**src/rtl/axi4lite_tohost_console_if.sv**
```systemverilog
// AXI4-Lite bus bundle shared by the tohost console master and its slave.
// Clock and reset travel with the bundle so either side can reach them.
interface axi4lite #(
    parameter int ALEN = 32,
    parameter int DLEN = 64
) (
    input logic aclk,
    input logic aresetn
);
    logic              awvalid;
    logic              awready;
    logic [ALEN-1:0]   awaddr;
    logic [2:0]        awprot;

    logic              wvalid;
    logic              wready;
    logic [DLEN-1:0]   wdata;
    logic [DLEN/8-1:0] wstrb;

    logic              bvalid;
    logic              bready;
    logic [1:0]        bresp;

    logic              arvalid;
    logic              arready;
    logic [ALEN-1:0]   araddr;
    logic [2:0]        arprot;

    logic              rvalid;
    logic              rready;
    logic [DLEN-1:0]   rdata;
    logic [1:0]        rresp;

    modport master (
        input  aclk, aresetn,
        output awvalid, awaddr, awprot,
        input  awready,
        output wvalid, wdata, wstrb,
        input  wready,
        input  bvalid, bresp,
        output bready,
        output arvalid, araddr, arprot,
        input  arready,
        input  rvalid, rdata, rresp,
        output rready
    );

    modport slave (
        input  aclk, aresetn,
        input  awvalid, awaddr, awprot,
        output awready,
        input  wvalid, wdata, wstrb,
        output wready,
        output bvalid, bresp,
        input  bready,
        input  arvalid, araddr, arprot,
        output arready,
        output rvalid, rdata, rresp,
        input  rready
    );
endinterface

```
**src/rtl/axi4lite_tohost_console.sv**
```systemverilog
// Console byte stream to tohost bridge.
// Characters are queued in a small FIFO and drained one AXI4-Lite write at a
// time using the blocking char-device encoding (device 1, cmd 1, payload byte).
// Non-OKAY write responses are counted in a saturating counter.
//
// state | meaning
// ------+-------------------------------------------------------------
// IDLE  | no write in flight; pops the FIFO head when one is available
// SEND  | AW and W offered; each dropped independently once accepted
// RESP  | both accepted; waiting for the B response
module axi4lite_tohost_console #(
    parameter int              ALEN        = 32,
    parameter logic [ALEN-1:0] TOHOST_ADDR = '0,
    parameter int              FIFO_DEPTH  = 8,
    parameter int              ERR_W       = 16
) (
    input  logic             aclk,
    input  logic             aresetn,
    input  logic             char_valid,
    input  logic [7:0]       char_data,
    output logic             char_ready,
    output logic             busy,
    output logic [ERR_W-1:0] err_count,
    axi4lite.master          bus
);
    localparam int PTR_W = (FIFO_DEPTH > 1) ? $clog2(FIFO_DEPTH) : 1;
    localparam int CNT_W = PTR_W + 1;

    typedef enum logic [1:0] {
        ST_IDLE = 2'd0,
        ST_SEND = 2'd1,
        ST_RESP = 2'd2
    } state_t;

    state_t           state;
    state_t           state_nxt;

    logic [7:0]       fifo_mem [FIFO_DEPTH];
    logic [PTR_W-1:0] wr_ptr;
    logic [PTR_W-1:0] rd_ptr;
    logic [CNT_W-1:0] count;
    logic             push;
    logic             pop;

    logic [7:0]       wchar;
    logic             aw_done;
    logic             w_done;
    logic             aw_hs;
    logic             w_hs;
    logic             b_hs;
    logic             send_done;

    // Read side of the bus and the bundled clock/reset are not used by a write-only master.
    logic             unused_bus;
    assign unused_bus = ^{bus.aclk, bus.aresetn, bus.arready, bus.rvalid,
                          bus.rdata, bus.rresp};

    assign char_ready = (count != CNT_W'(FIFO_DEPTH));
    assign push       = char_valid && char_ready;
    assign pop        = (state == ST_IDLE) && (count != '0);
    assign busy       = (state != ST_IDLE) || (count != '0);

    assign aw_hs      = bus.awvalid && bus.awready;
    assign w_hs       = bus.wvalid && bus.wready;
    assign b_hs       = bus.bvalid && bus.bready;
    assign send_done  = (aw_done || aw_hs) && (w_done || w_hs);

    // Payloads depend only on the latched char, so they stay stable while valid is high.
    assign bus.awaddr  = TOHOST_ADDR;
    assign bus.awprot  = 3'b000;
    assign bus.wdata   = {8'h01, 8'h01, 40'h0, wchar};
    assign bus.wstrb   = '1;
    assign bus.arvalid = 1'b0;
    assign bus.araddr  = '0;
    assign bus.arprot  = 3'b000;
    assign bus.rready  = 1'b0;

    // FIFO storage; contents need no reset since count gates every read.
    always_ff @(posedge aclk) begin
        if (push) begin
            fifo_mem[wr_ptr] <= char_data;
        end
    end

    // FIFO pointers and occupancy; pointers wrap naturally for a power-of-two depth.
    always_ff @(posedge aclk or negedge aresetn) begin
        if (!aresetn) begin
            wr_ptr <= '0;
            rd_ptr <= '0;
            count  <= '0;
        end else begin
            if (push) begin
                wr_ptr <= wr_ptr + PTR_W'(1);
            end
            if (pop) begin
                rd_ptr <= rd_ptr + PTR_W'(1);
            end
            case ({push, pop})
                2'b10:   count <= count + CNT_W'(1);
                2'b01:   count <= count - CNT_W'(1);
                default: count <= count;
            endcase
        end
    end

    // Write FSM state register.
    always_ff @(posedge aclk or negedge aresetn) begin
        if (!aresetn) begin
            state <= ST_IDLE;
        end else begin
            state <= state_nxt;
        end
    end

    // Write FSM next-state logic.
    always_comb begin
        state_nxt = state;
        case (state)
            ST_IDLE: begin
                if (count != '0) begin
                    state_nxt = ST_SEND;
                end
            end
            ST_SEND: begin
                if (send_done) begin
                    state_nxt = ST_RESP;
                end
            end
            ST_RESP: begin
                if (bus.bvalid) begin
                    state_nxt = ST_IDLE;
                end
            end
            default: state_nxt = ST_IDLE;
        endcase
    end

    // Write FSM outputs; AW and W valids are retired independently.
    always_comb begin
        bus.awvalid = 1'b0;
        bus.wvalid  = 1'b0;
        bus.bready  = 1'b0;
        case (state)
            ST_SEND: begin
                bus.awvalid = !aw_done;
                bus.wvalid  = !w_done;
            end
            ST_RESP: begin
                bus.bready  = 1'b1;
            end
            default: begin
                bus.awvalid = 1'b0;
            end
        endcase
    end

    // Latches the popped char and tracks which address/data beats have been accepted.
    always_ff @(posedge aclk or negedge aresetn) begin
        if (!aresetn) begin
            wchar   <= '0;
            aw_done <= 1'b0;
            w_done  <= 1'b0;
        end else if (pop) begin
            wchar   <= fifo_mem[rd_ptr];
            aw_done <= 1'b0;
            w_done  <= 1'b0;
        end else if (state == ST_SEND) begin
            if (aw_hs) begin
                aw_done <= 1'b1;
            end
            if (w_hs) begin
                w_done  <= 1'b1;
            end
        end
    end

    // Saturating count of error responses (anything other than OKAY).
    always_ff @(posedge aclk or negedge aresetn) begin
        if (!aresetn) begin
            err_count <= '0;
        end else if (b_hs && (bus.bresp != 2'b00) && (err_count != '1)) begin
            err_count <= err_count + ERR_W'(1);
        end
    end
endmodule

```
**src/flat_wrapper.sv**
```systemverilog
// flat-port wrapper written by rule: the top's interface ports become plain ports
module axi4lite_tohost_console_flat 
#(
    parameter int              ALEN        = 32,
    parameter logic [ALEN-1:0] TOHOST_ADDR = '0,
    parameter int              FIFO_DEPTH  = 8,
    parameter int              ERR_W       = 16
)
  (aclk, aresetn, char_valid, char_data, char_ready, busy, err_count, bus_awvalid, bus_awaddr, bus_awprot, bus_awready, bus_wvalid, bus_wdata, bus_wstrb, bus_wready, bus_bvalid, bus_bresp, bus_bready, bus_arvalid, bus_araddr, bus_arprot, bus_arready, bus_rvalid, bus_rdata, bus_rresp, bus_rready);
  axi4lite #(.ALEN(ALEN), .DLEN(64)) bus_i (.aclk(aclk), .aresetn(aresetn));
  input  logic aclk;
  input  logic aresetn;
  input  logic char_valid;
  input  logic [7:0] char_data;
  output logic char_ready;
  output logic busy;
  output logic [ERR_W-1:0] err_count;
  output wire logic [$bits(bus_i.awvalid)-1:0] bus_awvalid;
  output wire logic [$bits(bus_i.awaddr)-1:0] bus_awaddr;
  output wire logic [$bits(bus_i.awprot)-1:0] bus_awprot;
  input wire logic [$bits(bus_i.awready)-1:0] bus_awready;
  output wire logic [$bits(bus_i.wvalid)-1:0] bus_wvalid;
  output wire logic [$bits(bus_i.wdata)-1:0] bus_wdata;
  output wire logic [$bits(bus_i.wstrb)-1:0] bus_wstrb;
  input wire logic [$bits(bus_i.wready)-1:0] bus_wready;
  input wire logic [$bits(bus_i.bvalid)-1:0] bus_bvalid;
  input wire logic [$bits(bus_i.bresp)-1:0] bus_bresp;
  output wire logic [$bits(bus_i.bready)-1:0] bus_bready;
  output wire logic [$bits(bus_i.arvalid)-1:0] bus_arvalid;
  output wire logic [$bits(bus_i.araddr)-1:0] bus_araddr;
  output wire logic [$bits(bus_i.arprot)-1:0] bus_arprot;
  input wire logic [$bits(bus_i.arready)-1:0] bus_arready;
  input wire logic [$bits(bus_i.rvalid)-1:0] bus_rvalid;
  input wire logic [$bits(bus_i.rdata)-1:0] bus_rdata;
  input wire logic [$bits(bus_i.rresp)-1:0] bus_rresp;
  output wire logic [$bits(bus_i.rready)-1:0] bus_rready;
  assign bus_awvalid = bus_i.awvalid;
  assign bus_awaddr = bus_i.awaddr;
  assign bus_awprot = bus_i.awprot;
  assign bus_i.awready = bus_awready;
  assign bus_wvalid = bus_i.wvalid;
  assign bus_wdata = bus_i.wdata;
  assign bus_wstrb = bus_i.wstrb;
  assign bus_i.wready = bus_wready;
  assign bus_i.bvalid = bus_bvalid;
  assign bus_i.bresp = bus_bresp;
  assign bus_bready = bus_i.bready;
  assign bus_arvalid = bus_i.arvalid;
  assign bus_araddr = bus_i.araddr;
  assign bus_arprot = bus_i.arprot;
  assign bus_i.arready = bus_arready;
  assign bus_i.rvalid = bus_rvalid;
  assign bus_i.rdata = bus_rdata;
  assign bus_i.rresp = bus_rresp;
  assign bus_rready = bus_i.rready;
  axi4lite_tohost_console #(.ALEN(ALEN), .TOHOST_ADDR(TOHOST_ADDR), .FIFO_DEPTH(FIFO_DEPTH), .ERR_W(ERR_W)) u_core (.aclk(aclk), .aresetn(aresetn), .char_valid(char_valid), .char_data(char_data), .char_ready(char_ready), .busy(busy), .err_count(err_count), .bus(bus_i));
endmodule
```
**config.mk**
```make
export PLATFORM = sky130hd
export DESIGN_NAME = axi4lite_tohost_console_flat
export DESIGN_NICKNAME = d
export VERILOG_FILES = /design/src/rtl/axi4lite_tohost_console_if.sv /design/src/rtl/axi4lite_tohost_console.sv /design/src/flat_wrapper.sv
export SDC_FILE = /design/constraint.sdc
export NUM_CORES = 1
export LEC_CHECK = 0
export CORE_MARGIN = 2
export CORE_UTILIZATION = 42
export DETAILED_ROUTE_END_ITERATION = 6
export PLACE_DENSITY = 0.87
export SLEW_MARGIN = 0
export SYNTH_ARGS = -nofsm -noshare
export SYNTH_HDL_FRONTEND = slang
export SYNTH_SLANG_ARGS = --single-unit
```
**constraint.sdc**
```tcl
create_clock -name aclk -period 2.8 [get_ports aclk]
set_input_delay 0.7 -clock aclk [delete_from_list [all_inputs] [get_ports aclk]]
set_output_delay 0.7 -clock aclk [all_outputs]
set_load 0.1 [all_outputs]
```
After elaboration in Yosys (flattened, before gate mapping):

Memories as Yosys holds them, arrays and structs flattened. A register that Yosys moved wholly into a read port is not among the register bits.
Cells that the tools add are included.

* add/subtract/negate cells: 5
* eq/ne operators: 9
* muxes and demuxes: 16
* reduce and logical (&&, ||, !) cells: 25

Operators with widths (number)
* $add A16 B1 Y16 const B: 1
* $ne A16 B16 Y1 const B: 1
* $reduce_bool A2 Y1: 6
* $mux W1: 11
* $logic_and A1 B1 Y1: 8
* $pmux W4 S2: 1
* $add A3 B1 Y3 const B: 2
* $mux W2: 3
* $pmux W2 S3: 1
* $add A4 B1 Y4 const B: 1
* $eq A2 B1 Y1 const B: 2
* $eq A2 B2 Y1 const B: 2
* $ne A2 B2 Y1 const B: 2
* $ne A4 B4 Y1 const B: 1
* $reduce_and A2 Y1: 2
* $reduce_bool A4 Y1: 1
* $sub A4 B1 Y4 const B: 1
* $logic_not A1 Y1: 3
* $logic_or A1 B1 Y1: 3
* $reduce_and A3 Y1: 1
* $logic_not A2 Y1: 1
* $ne A2 B1 Y1 const B: 1

* flip-flop bits (word level): 30
* RAM bits: 64
* input bits: 84
* output and inout port bits: 165
* logic and storage cells: 63
* memories kept: 1

Memories
* u_core.fifo_mem: words 8, bits a word 8, read ports 1, clocked after memory_dff 1, write ports 1, RTL line axi4lite_tohost_console.sv:38 `logic [7:0] fifo_mem [FIFO_DEPTH];`

Longest topological paths before layout:

Gate-level depths: netlist (run 1).

* depth after elaboration: 7
* mapped depth: 11
* mapped depth without buffers: 10

Least setup slack after synthesis (run 1):

OpenSTA, ideal clock, no wires.

* kind: flip-flop to output port
* start point: register u_core.state[1]
* end point: output port bus_awvalid
* arrival time: 1.811 ns
* required time: 2.100 ns
* setup slack: 0.289 ns
* stages on the path, launching flop included: 3
* path buffers: 0
* cells stage by stage: dfrtp_1 -> nand2b_1 -> nor2_1

* longest elaborated chain between the ends: 2

Ends and longest elaborated chain
* start, declared: RTL line axi4lite_tohost_console.sv:35 `state_t state;`
* start signal, assigned: RTL line axi4lite_tohost_console.sv:111 `state <= state_nxt;`
* $eq A2 B1 Y1: RTL line axi4lite_tohost_console.sv:143 `case (state)`
* $mux W1: RTL line axi4lite_tohost_console.sv:143
* end, declared: RTL line flat_wrapper.sv:18 `output wire logic [$bits(bus_i.awvalid)-1:0] bus_awvalid;`

Every way passes these cells.

Worst setup path after layout (run 1):

* start point: register u_core.count[1]
* end point: register u_core.count[2]

* longest elaborated chain between the ends: 4
* elaborated cells between the ends (all ways): 10
* those cells by class: add/sub (2); eq/ne (3); mux (1); reduce/logical (4)

Ends and longest elaborated chain
* start, declared: RTL line axi4lite_tohost_console.sv:41 `logic [CNT_W-1:0] count;`
* start signal, assigned: RTL line axi4lite_tohost_console.sv:99 `2'b10: count <= count + CNT_W'(1);`
* start signal, assigned: RTL line axi4lite_tohost_console.sv:100 `2'b01: count <= count - CNT_W'(1);`
* start signal, assigned: RTL line axi4lite_tohost_console.sv:101 `default: count <= count;`
* $ne A4 B4 Y1 / $reduce_bool A4 Y1 (equally long branches): RTL line axi4lite_tohost_console.sv:58, axi4lite_tohost_console.sv:60
* $logic_and A1 B1 Y1 (on tied branches): RTL line axi4lite_tohost_console.sv:59, axi4lite_tohost_console.sv:60
* $eq A2 B1 Y1 / $eq A2 B2 Y1 (equally long branches): RTL line axi4lite_tohost_console.sv:98 `case ({push, pop})`
* $pmux W4 S2 / $reduce_bool A2 Y1 (equally long branches)

Parallel ways exist; a longest one is shown, timed or not.
A chain may end at the register's enable or synchronous reset.

==> impl_results.md, run 1 <==
* Status: finished, final reports clean
* Core ar. at 12500 um2
* Commonest cells after routing, fill and taps aside: 136 x conb_1, 64 x edfxtp_1, 40 x buf_4, 38 x dfrtp_1, 22 x nand2_1
* DR pass1 iterations at 4
* Area after DPL at 5430 um2
* Post-CTS Setup Bufs at 0
* Fin. Hold Viols at 0
* Fraction of layout cells with a size suffix above 1 at 0.182
* Most frequent CP cell: xor2_1
* Multi-input gate area at 1890 um2
* Number of hold buffers added after cts at 0
* Fin crit period at 2.50 ns
* Slew headroom at 0.420
* Worst EP required at 3.03 ns
* Static Leak at 2.44 nW
* Dpl cells at 629
* Vias in the first global route at 2590
* Vias per inst at 4.55
* GP Congestion at 0.819
* Period utilization at 0.893
* IO buf count at 44
* Sinks on the clock net at 102
* Slew Limit Fails at 0
* Num ports at 249
* Die area at 13600 um2
* Distinct cells, synth at 46
* Final std cells w/o fill at 645
* Antenna Cells at 0
* RSZ-0062 raised after global routing: false
* Worst hold path type: input pin to async pin
* FMAX at 0.400 GHz
* DRC Markers at 0
* PostCTS Resize Cnt at 0
* Number of fill cells at 1074
* Post-DRT Antenna Nets at 0
* Area delta synth->final at 7.10%
* Most Used Layer, Global Route: met2
* WS Path Type: flop to flop
* Final Util at 0.457
* CP max stage cell: or4b_4
* Largest net degree at the start of global routing at 39
* Initial core utilization at 0.426
* Pwr/cell area at 1130 nW/um2
* FF/Latch Area at 2870 um2
* CTS tree: done
* Hold Slack at 0.467 ns
* # rows at 41
* Mean Syn Cell Area at 13.0 um2
* Commonest non-fill, non-tap cell in the layout: conb_1
* Mapped Area at 5340 um2
* Global Route Usage Sum at 0.138
* YS warnings at 0
* Max incr delay on CP at 0.58 ns
* Post-synthesis register bit count at 102
* EDFF count, synth at 64
* Design area at 5720 um2
* Detailed placement HPWL at 6.75 mm
* Setup TNS at 0 ns
* Worst VDD drop at 1.06 mV
* Met1 Usage GRT at 0.163
* Final worst slack at 0.300 ns
* Buf+Inv Stages, Crit Path at 0
* Die Y at 117 um
* Pre-CTS WS at 0.121 ns
* Via Count at 2934
* Clock root cell: clkbuf_16
* Starting DRT DRC Count at 246
* Fin Clk Skew at 0.00929 ns
* Ys async rst share at 0.373
* Post-synthesis sequential area ratio at 0.538
* Critical path's top delay family: simple AND/OR/NAND/NOR gates
* Clk_lat worst skew at 0.35 ns
* Average routed wire per standard cell at 14.6 um
* Htree depth at 3
* Critical Path AT at 2.73 ns
* Tot Pwr at 6.46 mW
* Final net count at 558
* Synth Instances at 412
* CP Capture Type: flop
* CTS Buf Count at 9
* Clock buffer depth at 2
* WL final at 9.39 mm
* First-pass GRT wire length at 13.8 mm
* Die Wd at 117 um
* Clock Pin Slew Worst Setup and Hold Paths at 0.07 ns
* Synth Flop Type: edfxtp_1
* Worst slew pin tran at 0.870 ns
* Met3 Use GR at 0.0327
* Gr ovfl total at 0
* Crit path max fanout at 8
* CP startpoint kind: flop
* Initial antenna violation count at 0
* Endpoints failing setup at 0
* Max-cap violations at 0
* Met2 Resource Use GR at 0.246
* Cell chain of the critical path: or4b_4 -> nand2_1 -> ha_1 -> xor2_1 -> ha_1 -> a21oi_1 -> xor2_1 -> nor2_1 -> xor2_1
-- sequential cells by signal (all words and copies together), names as in the netlist, 2 cells and up --
name and count:
u_core.wr_ptr 3, u_core.fifo_mem 64, u_core.state 2, u_core.wchar 8, u_core.rd_ptr 3, u_core.err_count 16, u_core.count 4
-- metal layers --
layer  vias to the layer above  share of wire
li1                       1308              -
met1                      1476           0.38
met2                       137           0.54
met3                        13          0.067
met4                         0          0.016
met5                         -              0
-- cell families after synthesis --
group / count (synthesis) / synth area share
AO/OA/AOI/OAI: 23 / 0.0249
XOR/XNOR: 20 / 0.0328
adder cells (fa/ha/maj): 6 / 0.0141
buffers and inverters: 147 / 0.202
flip-flops: 102 / 0.538
multiplexers: 28 / 0.0917
other: 2 / 0.00141
AND/OR/NAND/NOR: 84 / 0.0950
-- cells in the mapped netlist, types with 2 or more instances --
cell type / instances / area, um2
edfxtp_1: 64 / 1920
a21oi_1: 6 / 30.0
nor3_1: 4 / 20.0
nor2_1: 14 / 52.6
dfrtp_1: 38 / 951
xnor2_1: 13 / 114
conb_1: 2 / 7.51
mux4_2: 16 / 360
xor2_1: 7 / 61.3
nor4_2: 2 / 25.0
nor2b_1: 2 / 12.5
mux2i_1: 8 / 80.1
ha_1: 6 / 75.1
buf_4: 139 / 1040
nand4_1: 7 / 43.8
nand3_1: 8 / 40.0
nand2b_1: 5 / 31.3
o21ai_0: 11 / 55.1
nor3b_1: 2 / 15.0
buf_2: 3 / 15.0
and3_1: 3 / 18.8
inv_1: 3 / 11.3
a41oi_1: 2 / 17.5
nand2_1: 22 / 82.6
mux2_2: 3 / 33.8
and4_1: 2 / 17.5
-- layout make-up --
type	count	share of cell area
clock buffer	10	0.0401
inverter	3	0.00197
multi-input combinational	297	0.331
sequential	102	0.503
timing repair buffer	55	0.0779
clock inverter	6	0.00919
tap	172	0.0377
-- report_power, final --
group          internal, mW  switching [mW]
Combinational         0.771            2.27
Sequential             1.93           0.300
Clock                 0.621           0.567
Total                  3.33            3.13
-- final timing paths --
| path | start | end | slack [ns] | depth (start not counted) |
|---|---|---|---|---|
| hold / removal | aresetn | u_core.err_count[9]$_DFFE_PN0P_ | 0.47 | 1 |
| setup reg to reg | u_core.count[1]$_DFFE_PN0P_ | u_core.count[2]$_DFFE_PN0P_ | 0.30 | 9 |
| max in group asynchronous | aresetn | u_core.wchar[3]$_DFFE_PN0P_ | 1.79 | 1 |
| setup / recovery | u_core.count[1]$_DFFE_PN0P_ | u_core.count[2]$_DFFE_PN0P_ | 0.30 | 9 |
| min in group aclk | u_core.wchar[4]$_DFFE_PN0P_ | u_core.wchar[4]$_DFFE_PN0P_ | 0.49 | 2 |
| hold reg to reg | u_core.wchar[4]$_DFFE_PN0P_ | u_core.wchar[4]$_DFFE_PN0P_ | 0.49 | 2 |
Note: power is estimated with default switching activity, not from simulation.
==> inputs of run 2 (changes only) <==
Settings changed: SLEW_MARGIN 0 to unset.
==> results of run 2 <==
No change in the layout: final DEF, timing and power equal those of run 1.
